`src/rtl/vga_fb_arbiter.sv`:
```
// rtl/vga_fb_arbiter.sv - single-port frame-buffer arbiter between VGA scan-out and game writer
//
// Owns the one port of the 160x120x12 frame-buffer RAM. Display reads take
// absolute priority and are scheduled so that {o_r, o_g, o_b} always hold the
// colour of the 4x4 block containing the current (i_x, i_y). The writer
// receives every cycle that is not a display slot.
//
// Optional build macro: FB_WR_BLANK_ONLY_EN - when defined, writes are accepted
// only during blanking, outside the end-of-line slot, so the display never tears.
//
// Ports:
//   clk_vga, rst_vga          pixel clock, asynchronous active-high reset
//   i_x, i_y, i_de            current pixel coordinate and visible-area flag
//   i_wr_req, i_wr_addr,      writer request, held with address and data
//   i_wr_data                 until o_wr_ack
//   o_wr_ack                  combinational write accept for this edge
//   o_ram_en, o_ram_we,       registered RAM command
//   o_ram_addr, o_ram_wdata
//   i_ram_rdata               synchronous RAM read data (one cycle latency)
//   o_r, o_g, o_b             registered display colour
`timescale 1ns/1ps

module vga_fb_arbiter #(
    parameter int FB_W   = 160,
    parameter int FB_H   = 120,
    parameter int ADDR_W = 15
) (
    input  logic              clk_vga,
    input  logic              rst_vga,
    input  logic [10:0]       i_x,
    input  logic [10:0]       i_y,
    input  logic              i_de,
    input  logic              i_wr_req,
    input  logic [ADDR_W-1:0] i_wr_addr,
    input  logic [11:0]       i_wr_data,
    output logic              o_wr_ack,
    output logic              o_ram_en,
    output logic              o_ram_we,
    output logic [ADDR_W-1:0] o_ram_addr,
    output logic [11:0]       o_ram_wdata,
    input  logic [11:0]       i_ram_rdata,
    output logic [3:0]        o_r,
    output logic [3:0]        o_g,
    output logic [3:0]        o_b
);

    function automatic logic [ADDR_W-1:0] fb_addr(input logic [6:0] r, input logic [7:0] c);
        // row * 160 without a multiplier
        return (ADDR_W'(r) << 7) + (ADDR_W'(r) << 5) + ADDR_W'(c);
    endfunction

    logic [7:0]        col;
    logic [6:0]        row;
    logic [6:0]        next_row;
    logic              de_d;
    logic              col_slot;
    logic              eol_slot;
    logic              display_slot;
    logic              wr_window;
    logic              wr_in_range;
    logic [ADDR_W-1:0] rd_addr;

    logic              rd_v1, rd_v2;
    logic              rd_eol1, rd_eol2;
    logic              eol_load;
    logic [11:0]       prefetch;

    logic              unused_bits;

    assign col = i_x[9:2];
    assign row = i_y[8:2];
    assign unused_bits = ^{i_x[10], i_y[10:9]};

    // Column 0 of the line that follows: only the last line of a block row
    // moves on to the next row, wrapping to row 0 after the bottom row.
    always_comb begin
        next_row = row;
        if (i_y[1:0] == 2'd3) begin
            next_row = (row == 7'(FB_H - 1)) ? 7'd0 : row + 7'd1;
        end
    end

    // Phase 0 of block c fetches block c+1; the last block has no successor.
    assign col_slot     = i_de && (i_x[1:0] == 2'd0) && (col != 8'(FB_W - 1));
    assign eol_slot     = de_d && !i_de;
    assign display_slot = col_slot || eol_slot;
    assign rd_addr      = col_slot ? fb_addr(row, col + 8'd1) : fb_addr(next_row, 8'd0);

`ifdef FB_WR_BLANK_ONLY_EN
    assign wr_window = !i_de && !de_d;
`else
    assign wr_window = 1'b1;
`endif

    assign o_wr_ack    = i_wr_req && !display_slot && wr_window;
    assign wr_in_range = i_wr_addr < ADDR_W'(FB_W * FB_H);

    always_ff @(posedge clk_vga or posedge rst_vga) begin
        if (rst_vga) begin
            de_d        <= 1'b0;
            o_ram_en    <= 1'b0;
            o_ram_we    <= 1'b0;
            o_ram_addr  <= '0;
            o_ram_wdata <= '0;
            rd_v1       <= 1'b0;
            rd_v2       <= 1'b0;
            rd_eol1     <= 1'b0;
            rd_eol2     <= 1'b0;
            eol_load    <= 1'b0;
            prefetch    <= '0;
            o_r         <= '0;
            o_g         <= '0;
            o_b         <= '0;
        end else begin
            de_d <= i_de;

            if (display_slot) begin
                o_ram_en   <= 1'b1;
                o_ram_we   <= 1'b0;
                o_ram_addr <= rd_addr;
            end else if (o_wr_ack && wr_in_range) begin
                o_ram_en    <= 1'b1;
                o_ram_we    <= 1'b1;
                o_ram_addr  <= i_wr_addr;
                o_ram_wdata <= i_wr_data;
            end else begin
                // Out-of-range writes are acked and dropped here.
                o_ram_en <= 1'b0;
                o_ram_we <= 1'b0;
            end

            // v1: RAM is being accessed; v2: read data is on i_ram_rdata.
            rd_v1   <= display_slot;
            rd_eol1 <= eol_slot;
            rd_v2   <= rd_v1;
            rd_eol2 <= rd_eol1;
            if (rd_v2) begin
                prefetch <= i_ram_rdata;
            end
            eol_load <= rd_v2 && rd_eol2;

            // Phase 3 hands block c+1 to the output for the next four pixels;
            // the end-of-line fetch is shown through blanking until column 0.
            if ((i_de && (i_x[1:0] == 2'd3)) || eol_load) begin
                {o_r, o_g, o_b} <= prefetch;
            end
        end
    end

endmodule

```
`config.mk`:
```
export PLATFORM = sky130hd
export DESIGN_NAME = vga_fb_arbiter
export DESIGN_NICKNAME = d
export VERILOG_FILES = /design/src/rtl/vga_fb_arbiter.sv
export SDC_FILE = /design/constraint.sdc
export NUM_CORES = 1
export LEC_CHECK = 0
export CORE_MARGIN = 4
export CORE_UTILIZATION = 42
export CTS_CLUSTER_SIZE = 16
export DETAILED_ROUTE_END_ITERATION = 10
export PLACE_DENSITY = 0.77
export REMOVE_ABC_BUFFERS = 1
export SLEW_MARGIN = 20
export SYNTH_ARGS = -nofsm -noshare
export SYNTH_HDL_FRONTEND = slang
export SYNTH_SLANG_ARGS = --single-unit
```
`constraint.sdc`:
```
create_clock -name clk_vga -period 1.9 [get_ports clk_vga]
set_input_delay 0.38 -clock clk_vga [delete_from_list [all_inputs] [get_ports clk_vga]]
set_output_delay 0.38 -clock clk_vga [all_outputs]
set_load 0.02 [all_outputs]
```
==> results.json <==
{
  "status": "finished, violations left",
  "violations": "setup timing",
  "rsz0062_at_grt": "yes",
  "async_reset_ff_frac": 1.00,
  "grt-ovfl-total": 0,
  "max_freq_ghz": 0.349,
  "synth_ff_type": "dfrtp_1",
  "netlist_instances": 289,
  "drv_cap": 0,
  "fin_crit_sh": 1.51,
  "ff_latch_area_mm2": 0.00148,
  "ant_nets": 0,
  "final_nets": 571,
  "cts_root_buffer": "clkbuf_8",
  "cp-end-kind": "flop",
  "power.density_mw_per_mm2": 811,
  "fin_crit_ns": 2.86,
  "drc": 0,
  "worst_pin_slew_ns": 0.566,
  "grt_pass1_wl_um": 16700,
  "antenna_found_initial": 0,
  "track_usage": 0.224,
  "start_util": 0.432,
  "cp-start-kind": "input pin",
  "clk_latency_ns": 0.34,
  "switching_power_mw": 1.42,
  "dieWidth_um": 97.1,
  "ys_warn_count": 0,
  "worstSetupPathType": "in -> reg",
  "final_cells": 590,
  "routabilityCongestion": 0.904,
  "pwr-share-clk": 0.249,
  "required_ns": 2.15,
  "swShare": 0.314,
  "io_buffers": 103,
  "most-common-layout-cells": "clkdlybuf4s50_1 (83), buf_4 (74), dfrtp_1 (59)",
  "reg2reg_slack_ns": 0.21,
  "rows": 32,
  "dr.pass1.iters": 4,
  "boundaryPins": 107,
  "ir_drop_mv": 0.349,
  "coreArea_mm2": 0.00773,
  "p_leak_nw": 2.47,
  "ys_seq_elements": 59,
  "holdPathEnd": "de_d$_DFF_PP0_",
  "area_growth_pct": 66.9,
  "power_frac_seq": 0.362,
  "cts_made_buffers": 9,
  "fillers": 557,
  "synth_edf_count": 0,
  "hold_ws_ns": 0.273,
  "synth_cell_types": 53,
  "p_int_mw": 3.10,
  "drive_gt1_frac": 0.406,
  "vias": 3107,
  "fin_skew_ns": 0.00826,
  "synth_area_mm2": 0.00334,
  "placed_cells": 561,
  "setup_viol": 8,
  "dp_hpwl_um": 7680,
  "rr_startpoint": "de_d$_DFF_PP0_",
  "avgSynthCellArea_um2": 11.5,
  "worstHoldStart": "i_de",
  "cp_max_fo": 3,
  "layout_commonest_cell": "clkdlybuf4s50_1",
  "fp.dieH_um": 97.1,
  "p_total_mw": 4.52,
  "avgRoutedWirePerCell_um": 17.6,
  "cts_buffer_depth": 2,
  "arrival_ns": 3.11,
  "grt_max_degree": 31,
  "maxSlewViolCount": 0,
  "fin_ws_ns": -0.962,
  "clk_pin_slew_ns": 0.07,
  "wirelength_um": 10400,
  "hold_class": "in -> reg",
  "vias_per_cell": 5.27,
  "multi_input_area_mm2": 0.00196,
  "p_comb_frac": 0.389,
  "ys_seq_area_frac": 0.442,
  "die_area_mm2": 0.00944,
  "cts_tree": "done",
  "postCtsHoldBufs": 0,
  "drtIter0Drc": 102,
  "hold_viol_final": 0,
  "cts.sinks": 59,
  "slew_headroom": 0.623,
  "insertedDiodeCount": 0,
  "rr_endpoint": "o_ram_wdata[11]$_DFFE_PP0P_",
  "hold_depth": 2,
  "r2r_cells": 6,
  "grt_pass1_vias": 3420,
  "cts.htree.levels": 3
}
## cells in the mapped netlist (all sizes together) (3+ instances only)
| cell | n | share of area |
|---|---|---|
| dfrtp | 59 | 0.44 |
| mux2 | 38 | 0.14 |
| ha | 20 | 0.075 |
| inv | 14 | 0.016 |
| nor2 | 13 | 0.019 |
| nand2 | 12 | 0.013 |
| a21oi | 11 | 0.016 |
| o21ai | 11 | 0.016 |
| nand3 | 7 | 0.010 |
| o22ai | 7 | 0.013 |
| xnor2 | 7 | 0.018 |
| and3 | 6 | 0.011 |
| mux2i | 6 | 0.018 |
| xor2 | 6 | 0.016 |
| a211oi | 5 | 0.013 |
| buf | 5 | 0.012 |
| o21a | 5 | 0.011 |
| a21o | 4 | 0.0090 |
| a31oi | 4 | 0.0075 |
| and2 | 4 | 0.0075 |
| nor2b | 4 | 0.0075 |
| a211o | 3 | 0.0079 |
| clkbuf | 3 | 0.0034 |
| fa | 3 | 0.018 |
| nor3 | 3 | 0.0045 |
| o31ai | 3 | 0.0067 |
## logic make-up (layout without fill, tap and decap cells)
| group | after synthesis | after routing | synth area share |
|---|---|---|---|
| fa+ha+maj | 23 | 23 | 0.0930 |
| compound gates | 69 | 69 | 0.149 |
| mux | 44 | 44 | 0.156 |
| xor+xnor | 13 | 13 | 0.0341 |
| buf+inv | 24 | 223 | 0.0337 |
| simple gates | 57 | 57 | 0.0915 |
| flops | 59 | 59 | 0.442 |
## worst max-delay path by stage
stage               cells after the start   start  slack, ns                          to
finish                                 14  i_x[5]      -0.96  o_ram_addr[13]$_DFFE_PP0P_
global route                           14  i_x[4]      -1.10  o_ram_addr[13]$_DFFE_PP0P_
CTS                                    14  i_x[5]      -1.07  o_ram_addr[13]$_DFFE_PP0P_
detailed placement                     14  i_x[6]      -1.86  o_ram_addr[13]$_DFFE_PP0P_
global placement                       14  i_x[6]      -1.72  o_ram_addr[13]$_DFFE_PP0P_
floorplan                              13  i_x[6]      -1.29  o_ram_addr[13]$_DFFE_PP0P_
## stage by stage
step                      setup WS [ns]  instance area (µm²)   util  TNS [ns]
final                            -0.962                 5570  0.721     -5.91
after global routing              -1.10                 5570  0.721     -6.68
after CTS                         -1.07                 5460  0.706     -6.03
after detailed placement          -1.86                 5030  0.651    -24.33
after global placement            -1.72                 5030  0.651    -22.47
after floorplan                   -1.29                 3280      -    -25.09
## power groups by stage
stage / sequential, mW / combinational [mW] / clock [mW]
2_1_floorplan: 1.86 / 0.549 / 0
5_1_grt: 1.66 / 1.87 / 1.21
3_5_place_dp: 1.65 / 1.62 / 0
3_3_place_gp: 1.64 / 1.58 / 0
4_1_cts: 1.63 / 1.70 / 1.15
6_report: 1.64 / 1.76 / 1.12
## critical path: stages
cell      delay (ns)
buf_6           0.07
and3_4          0.17
and3_4          0.19
nand3_4         0.08
xor2_2          0.16
fa_2            0.56
inv_2           0.06
ha_4            0.20
a21o_1          0.20
a221o_1         0.35
o41ai_2         0.24
xnor2_1         0.15
o21ai_1         0.09
a211oi_2        0.20
## what timing repair did
action / in CTS / in global routing
gates resized for setup: 91 / 28
gates cloned: 1 / 0
pin swaps: 31 / 31
buffers inserted: 7 / 7
setup endpoints to repair: 29 / 13
## area by class of cell
type	instances	area share
clock inverters	4	0.00898
multi-input cells	206	0.353
inverters	16	0.0110
well taps	102	0.0229
repair buffers	191	0.313
flip-flops and latches	59	0.265
clock buffers	12	0.0261
## registers in the layout, summed over array words and instances, names as in the netlist, 4 cells and up
name	flops
o_ram_addr	15
o_ram_wdata	12
prefetch	12
o_b	4
o_g	4
o_r	4
## routing by layer
layer | GRT usage | share of wire | vias up
met5 | 0 | 0 | -
met2 | 0.399 | 0.53 | 117
met1 | 0.257 | 0.39 | 1519
met4 | 0.0875 | 0.027 | 0
met3 | 0.0553 | 0.054 | 24
li1 | - | - | 1447
Power figures use the tool's default switching activity.
